File: src/rtl/div_pkg.sv
// Shared definitions for the sequential restoring divider: FSM encoding
// and default operand widths.
package div_pkg;

    // Divider control states.
    typedef enum logic [1:0] {
        IDLE = 2'd0,
        RUN  = 2'd1,
        DONE = 2'd2
    } div_state_e;

    // Default widths: 36-bit dividend/quotient, 9-bit divisor/remainder,
    // and an iteration counter wide enough to hold the dividend width.
    localparam int DEF_DIVIDEND_W = 36;
    localparam int DEF_DIVISOR_W  = 9;
    localparam int DEF_CNT_W      = 6;

endpackage

File: src/rtl/div_step.sv
// One combinational restoring-division step: shift in the next dividend
// bit, trial-subtract the divisor, and keep the difference when it does
// not borrow.
module div_step #(
    parameter int DIVISOR_W = 9
) (
    input  logic [DIVISOR_W:0]   pr_in,
    input  logic                 dividend_bit,
    input  logic [DIVISOR_W-1:0] divisor,
    output logic [DIVISOR_W:0]   pr_out,
    output logic                 q_bit
);

    // One guard bit above the partial remainder makes the borrow of the
    // trial subtraction directly visible as the MSB of the difference.
    logic [DIVISOR_W+1:0] shifted;
    logic [DIVISOR_W+1:0] diff;

    // Trial subtraction; a clear borrow bit means shifted >= divisor.
    always_comb begin
        shifted = {pr_in, dividend_bit};
        diff    = shifted - {2'b00, divisor};
        q_bit   = ~diff[DIVISOR_W+1];
        pr_out  = q_bit ? diff[DIVISOR_W:0] : shifted[DIVISOR_W:0];
    end

endmodule

File: src/rtl/seq_divider.sv
// Multi-cycle unsigned restoring divider: one quotient bit per clock,
// start/busy/done handshake, divide-by-zero reported in one cycle.
module seq_divider
    import div_pkg::*;
#(
    parameter int DIVIDEND_W = DEF_DIVIDEND_W,
    parameter int DIVISOR_W  = DEF_DIVISOR_W,
    parameter int CNT_W      = DEF_CNT_W
) (
    input  logic                  clk,
    input  logic                  rst,
    input  logic                  start,
    input  logic [DIVIDEND_W-1:0] dividend,
    input  logic [DIVISOR_W-1:0]  divisor,
    output logic                  busy,
    output logic                  done,
    output logic [DIVIDEND_W-1:0] quotient,
    output logic [DIVISOR_W-1:0]  remainder,
    output logic                  div_by_zero
);

    div_state_e              state_q, state_d;
    // Dividend bits leave at the MSB while quotient bits enter at the LSB,
    // so one register serves as both the dividend and quotient shifter.
    logic [DIVIDEND_W-1:0]   sr_q, sr_d;
    logic [DIVISOR_W-1:0]    divisor_q, divisor_d;
    logic [DIVISOR_W:0]      pr_q, pr_d;
    logic [CNT_W-1:0]        cnt_q, cnt_d;
    logic [DIVIDEND_W-1:0]   quotient_q, quotient_d;
    logic [DIVISOR_W-1:0]    remainder_q, remainder_d;
    logic                    dbz_q, dbz_d;

    logic [DIVISOR_W:0]      pr_next;
    logic                    q_bit;

    div_step #(
        .DIVISOR_W (DIVISOR_W)
    ) u_step (
        .pr_in        (pr_q),
        .dividend_bit (sr_q[DIVIDEND_W-1]),
        .divisor      (divisor_q),
        .pr_out       (pr_next),
        .q_bit        (q_bit)
    );

    // Next-state and datapath updates; results change only on completion.
    always_comb begin
        state_d     = state_q;
        sr_d        = sr_q;
        divisor_d   = divisor_q;
        pr_d        = pr_q;
        cnt_d       = cnt_q;
        quotient_d  = quotient_q;
        remainder_d = remainder_q;
        dbz_d       = dbz_q;
        case (state_q)
            IDLE: begin
                if (start) begin
                    if (divisor != '0) begin
                        sr_d      = dividend;
                        divisor_d = divisor;
                        pr_d      = '0;
                        cnt_d     = CNT_W'(DIVIDEND_W);
                        state_d   = RUN;
                    end else begin
                        quotient_d  = '1;
                        remainder_d = '0;
                        dbz_d       = 1'b1;
                        state_d     = DONE;
                    end
                end
            end
            RUN: begin
                sr_d  = {sr_q[DIVIDEND_W-2:0], q_bit};
                pr_d  = pr_next;
                cnt_d = cnt_q - 1'b1;
                if (cnt_q == CNT_W'(1)) begin
                    quotient_d  = {sr_q[DIVIDEND_W-2:0], q_bit};
                    remainder_d = pr_next[DIVISOR_W-1:0];
                    dbz_d       = 1'b0;
                    state_d     = DONE;
                end
            end
            DONE: begin
                state_d = IDLE;
            end
            default: begin
                state_d = IDLE;
            end
        endcase
    end

    // State and datapath registers with asynchronous active-low reset.
    always_ff @(posedge clk or negedge rst) begin
        if (!rst) begin
            state_q     <= IDLE;
            sr_q        <= '0;
            divisor_q   <= '0;
            pr_q        <= '0;
            cnt_q       <= '0;
            quotient_q  <= '0;
            remainder_q <= '0;
            dbz_q       <= 1'b0;
        end else begin
            state_q     <= state_d;
            sr_q        <= sr_d;
            divisor_q   <= divisor_d;
            pr_q        <= pr_d;
            cnt_q       <= cnt_d;
            quotient_q  <= quotient_d;
            remainder_q <= remainder_d;
            dbz_q       <= dbz_d;
        end
    end

    assign busy        = (state_q == RUN);
    assign done        = (state_q == DONE);
    assign quotient    = quotient_q;
    assign remainder   = remainder_q;
    assign div_by_zero = dbz_q;

endmodule

File: config.mk
export PLATFORM = sky130hd
export DESIGN_NAME = seq_divider
export DESIGN_NICKNAME = d
export VERILOG_FILES = /design/src/rtl/div_pkg.sv /design/src/rtl/div_step.sv /design/src/rtl/seq_divider.sv
export SDC_FILE = /design/constraint.sdc
export NUM_CORES = 1
export LEC_CHECK = 0
export ABC_AREA = 1
export BUFFER_PORTS_ARGS = -buffer_cell sky130_fd_sc_hd__buf_2
export CORE_MARGIN = 2
export CORE_UTILIZATION = 50
export DETAILED_ROUTE_END_ITERATION = 12
export PLACE_DENSITY = 0.76
export SLEW_MARGIN = 20
export SYNTH_ARGS = -nofsm -noshare
export SYNTH_HDL_FRONTEND = slang
export SYNTH_SLANG_ARGS = --single-unit
File: constraint.sdc
create_clock -name clk -period 2.5 [get_ports clk]
set_input_delay 0.375 -clock clk [delete_from_list [all_inputs] [get_ports clk]]
set_output_delay 0.375 -clock clk [all_outputs]
set_load 0.02 [all_outputs]
==> results of run 1 <==
layout make-up:
| type | count | area, um^2 |
|---|---|---|
| Clock buffer | 9 | 124 |
| Clock inverter | 7 | 66.3 |
| Fill cell | 986 | 4590 |
| Inverter | 79 | 297 |
| Multi-Input combinational cell | 414 | 2180 |
| Sequential cell | 109 | 2730 |
| Tap cell | 140 | 175 |
| Timing Repair Buffer | 102 | 581 |
registers in the layout, summed over array words and instances, names as in the netlist:
name and cells:
quotient 36, sr_q 36, pr_q 10, divisor_q 9, remainder 9, cnt_q 6
state_q 2, div_by_zero 1
worst max-delay path by stage:
stage,start,end,cells past startpoint
3_5_place_dp,cnt_q[1],quotient[3],9
3_3_place_gp,cnt_q[1],quotient[8],9
6_report,state_q[0],busy,4
5_1_grt,state_q[0],busy,4
4_1_cts,state_q[0],busy,4
2_1_floorplan,sr_q[35],pr_q[9],12
kinds of logic (layout without fill, tap and decap cells):
group           Yosys count  count (layout)  share of synthesized area [%]
simple gates            267             267                           21.3
flops                   109             109                           50.2
xor+xnor                  5               5                          0.805
compound gates          130             130                           15.0
buf+inv                 113             197                           9.87
fa+ha+maj                12              12                           2.90
per-stage QoR:
stage	total power, W	hold WS, ns	instances	worst slack (ns)
4_1_cts	0.00936	0.0173	860	0.392
5_1_grt	0.0103	0.0291	860	0.282
3_3_place_gp	0.00815	0.423	844	0.499
6_report	0.00934	-0.000554	860	0.396
3_5_place_dp	0.00829	0.432	844	0.446
2_1_floorplan	0.00715	0.0794	636	0.707
power by group:
group / switching (W) / internal (W)
Clock: 0.000657 / 0.000388
Sequential: 0.000395 / 0.00256
Combinational: 0.00356 / 0.00179
Total: 0.00461 / 0.00473
per-layer routing:
| metal | GRT usage, % | vias to the layer above |
|---|---|---|
| met5 | 0 | - |
| li1 | - | 2246 |
| met3 | 2.83 | 10 |
| met1 | 32.4 | 2183 |
| met4 | 7.51 | 0 |
| met2 | 32.3 | 137 |
placed cells by master, fill, tap and decap left out, types with 11 or more instances in the layout:
cell type,synthesis,layout
a31oi_1,36,36
buf_2,15,94
dfrtp_1,109,109
ha_1,11,11
inv_1,77,77
nand2_1,154,154
nand3_1,43,43
nor2_1,51,50
o211ai_1,35,35
o21ai_0,31,31
o21ai_1,18,18
==> reports/metrics.yaml, run 1 <==
synth_edf_count: 0
path_buf_inv: 3
reg2reg_depth: 9
area_delta_synth_final_pct: 13.1
gp_congestion: 0.887
route.met2.wl_mm: 5.59
r2r_end: "quotient[3]"
critical_path.cell_chain: "inv_1 > nor2_4 > buf_12 > buf_2"
tightest_slew_ns: 0.608
violations: "hold timing"
maxSlewHeadroom_pct: 59.5
drtIter0Drc: 480
clk_pin_slew_ns: 0.10
clk_latency_ns: 0.38
die_h_um: 108
dr.pass1.iters: 5
cap_violations: 0
setup_violations: 0
start_util_pct: 50.6
yosys.cell_count.top_type: "nand2_1"
synth_ff_type: "dfrtp_1"
grt-ovfl-total: 0
synth_area_um2: 5440
die_w_um: 108
design.die.area_um2: 11700
dpl.hpwl_mm: 8.42
grt_max_degree: 128
antennaDiodeCount: 0
end_kind: "output pin"
num_io_pins: 96
rsz0062_at_grt: "no"
worstPathRequired_ns: 2.12
cts_tree: "yes"
status: "finished with violations"
ys_types: 35
yosys-top-cells-area: "dfrtp_1, nand2_1, inv_1"
p_leak_nw: 3.09
startpoint_type: "flip-flop"
synth_largest_area_cell: "dfrtp_1"
finalHoldViolations: 3
final_util_pct: 57.2
cts-resized-gates: 0
crit_path_top_delay_cell: "buf_12"
arrival_ns: 1.73
ctsHtreeMaxLevel: 3
coreArea_um2: 10700
holdBufCountCts: 0
synth_top_area_share_pct: 50.2
fin_skew_ns: 0.0126
crit_family: "buffers and inverters"
drive_above_1_share_pct: 19.6
routed_wl_mm: 12.2
reg2reg_from: "cnt_q[1]"
cp_max_fo: 127
finish.net_count: 775
fmax_mhz: 475
antenna_found_initial: 0
setup_tns_ns: 0
wl_met1_mm: 5.83
wl_per_cell_um: 14.2
design_area_um2: 6150
min_period_over_period_pct: 84.2
ys_top_cells_by_count: "nand2_1, dfrtp_1, inv_1, nor2_1, nand3_1"
worstHoldPathType: "input pin to async pin"
netlist_instances: 636
grt_pass1_vias: 4200
async_flop_share_pct: 100
rows: 38
avgSynthCellArea_um2: 8.55
power_density_nw_per_um2: 1520
synth_nets: 696
maxSlewViolCount: 0
max-vdd-ir-drop_uv: 1050
cts_inserted_buffers: 9
routed-via-count: 4576
grt_pass1_wl_mm: 20.2
synth_warnings: 0
vias_per_cell: 5.32
fin_crit_ns: 2.10
cp_slowest_stage_delay_ns: 0.43
synth-seq-area-share_pct: 50.2
drc: 0
clk_root_buffer_cell: "clkbuf_8"
ant_nets: 0
rrSetupSlack_ns: 0.45
port_buffers: 95
cts_setup_buffers: 0
cts_sinks: 109
wl_met3_um: 637
whs_ns: -0.000554
track_usage_pct: 21.6
yosys_register_bits: 109
highest_layer: "met4"
place_area_um2: 5960
worstSetupPathType: "flip-flop to output pin"
clockBufferDepth: 2
No activity file was read; power rests on OpenSTA's default activity.
==> inputs of run 2 (changes only) <==
--- a/config.mk
+++ b/config.mk
@@ -10,7 +10,7 @@
 export CORE_MARGIN = 2
 export CORE_UTILIZATION = 50
 export DETAILED_ROUTE_END_ITERATION = 12
-export PLACE_DENSITY = 0.76
+export PLACE_DENSITY = 0.78
 export SLEW_MARGIN = 20
 export SYNTH_ARGS = -nofsm -noshare
 export SYNTH_HDL_FRONTEND = slang
==> constraint.sdc (replaced) <==
create_clock -name clk -period 1.8 [get_ports clk]
set_input_delay 0.27 -clock clk [delete_from_list [all_inputs] [get_ports clk]]
set_output_delay 0.27 -clock clk [all_outputs]
set_load 0.02 [all_outputs]
==> run 2 against run 1 <==
Effect of this change: global-route usage rose by 1.7 points; first-iteration DRC count fell by 5.6%; clock power rose by 30%; sequential share of layout area fell by 5.0 points; highest routed layer unchanged; count of clock-buffer cells in the layout rose by 2; clock skew fell by 0.0046 ns; the flow finishes with violations (setup timing); critical path depth rose by 7; combinational power rose by 87%; non-clock buffer count rose by 45; sequential power rose by 41%.
==> reports/metrics.yaml, run 2 (same netlist as run 1, synthesis figures left out) <==
dr.pass1.iters: 5
clk_root_buffer_cell: "clkbuf_8"
cp_max_fo: 5
critical_path.cell_chain: "ha_4 > inv_4 > fa_2 > nand3_4 > nand3_4 > nand2_4 > nand2_4 > nand2_2 > inv_1 > nand2_1 > nand3_2"
end_kind: "flip-flop"
clk_pin_slew_ns: 0.11
area_delta_synth_final_pct: 27.5
holdPathStages: 3
final_util_pct: 64.5
track_usage_pct: 23.3
ant_nets: 0
place_inst: 875
violations: "setup timing"
cts_tree: "yes"
cap_violations: 0
p_total_w: 0.0155
worstPathRequired_ns: 2.07
wl_met1_mm: 6.40
antennaDiodeCount: 0
pre_cts_ws_ns: -0.136
r2r_end: "pr_q[9]"
startpoint_type: "flip-flop"
status: "finished with violations"
min_period_over_period_pct: 106
cts_inserted_buffers: 9
final_common_cell: "nand2_1"
routed_wl_mm: 14.4
clk_latency_ns: 0.37
highest_layer: "met4"
maxSlewHeadroom_pct: 61.8
die_w_um: 108
ctsHtreeMaxLevel: 3
grt_pass1_wl_mm: 21.6
grt-ovfl-total: 0
setup_ws_ns: -0.102
drive_above_1_share_pct: 29.9
finalHoldViolations: 0
reg2reg_from: "divisor_q[0]"
fin_crit_ns: 1.90
reg2reg_depth: 11
route.met2.wl_mm: 7.03
rrSetupSlack_ns: -0.10
max-vdd-ir-drop_uv: 948
drtIter0Drc: 453
setup_violations: 20
p_leak_nw: 3.41
setup_tns_ns: -1.08
finish.net_count: 823
rows: 38
wl_met3_um: 645
grt_pass1_vias: 4474
routed-via-count: 4896
arrival_ns: 2.17
rsz0062_at_grt: "yes"
fin_skew_ns: 0.00803
antenna_found_initial: 0
dpl.hpwl_mm: 9.19
crit_start: "divisor_q[0]"
final_cell_count_no_fill: 908
wl_per_cell_um: 15.9
cp_slowest_stage_delay_ns: 0.44
cts_sinks: 109
tightest_slew_ns: 0.573
crit_path_end: "pr_q[9]"
gp_congestion: 0.855
port_buffers: 95
worstHoldPathType: "input pin to flip-flop"
design.die.area_um2: 11700
layout_common_cells: "nand2_1, dfrtp_1, buf_2"
power_density_nw_per_um2: 2240
die_h_um: 108
drc: 0
vias_per_cell: 5.39
num_io_pins: 96
start_util_pct: 50.6
coreArea_um2: 10700
maxSlewViolCount: 0
crit_path_top_delay_cell: "dfrtp_1"
fmax_mhz: 526
grt_max_degree: 42
worstSetupPathType: "flip-flop to flip-flop"
clockBufferDepth: 2
[run 2: cell types whose count changed in the layout (fill, tap and decap cells not counted), sizes merged]
| cell | change |
|---|---|
| buf | +38 |
| clkbuf | +7 |
| inv | -3 |
| nand2 | +2 |
| bufbuf | +1 |
| clkinv | +1 |
| dlygate4sd3 | +1 |
| nand4 | +1 |
[run 2: where the power goes]
group	switching (W)	total, W	internal [W]
Clock	0.000843	0.00135	0.000509
Combinational	0.00594	0.0100	0.00407
Sequential	0.000595	0.00415	0.00356
[run 2: layout make-up]
| class | count | area (um^2) |
|---|---|---|
| Fill cell | 857 | 3810 |
| Tap cell | 140 | 175 |
| Clock buffer | 11 | 131 |
| Sequential cell | 109 | 2730 |
| Inverter | 79 | 299 |
| Multi-Input combinational cell | 417 | 2450 |
| Clock inverter | 5 | 35.0 |
| Timing Repair Buffer | 147 | 1110 |
[run 2: routing by layer]
metal	up-vias	global-route usage (%)
li1	2354	-
met1	2353	33.4
met2	165	36.3
met3	24	2.71
met4	0	9.16
met5	-	0
[run 2: worst min path at each step]
stage | slack, ns | to | from
after floorplan | -0.03 | cnt_q[0] | rst
after global placement | 0.29 | quotient[7] | rst
after detailed placement | 0.29 | quotient[7] | rst
after CTS | 0.1 | divisor_q[0] | divisor[0]
after global routing | 0.13 | divisor_q[0] | divisor[0]
final | 0.12 | divisor_q[0] | divisor[0]
[run 2: worst max-delay path: cells and delay by family (launching register included)]
kind	cells	cell delay, ns
adder cells (fa/ha/maj)	2	0.60
buffers and inverters	2	0.07
flip-flops	1	0.44
AND/OR/NAND/NOR	7	0.69
[run 2: timing repair]
action	CTS	global route
cloned	3	6
hold endpoints to repair	38	0
setup endpoints to repair	22	52
resized for setup	27	28
hold buffers	1	0
pin swaps	6	23
buffers inserted	5	2
[run 2: per-stage QoR]
| step | area [um^2] | hold WS [ns] |
|---|---|---|
| 3_5_place_dp | 6240 | 0.294 |
| 5_1_grt | 6930 | 0.126 |
| 4_1_cts | 6680 | 0.100 |
| 2_1_floorplan | 5440 | -0.0256 |
| 3_3_place_gp | 6240 | 0.289 |
| 6_report | 6930 | 0.116 |
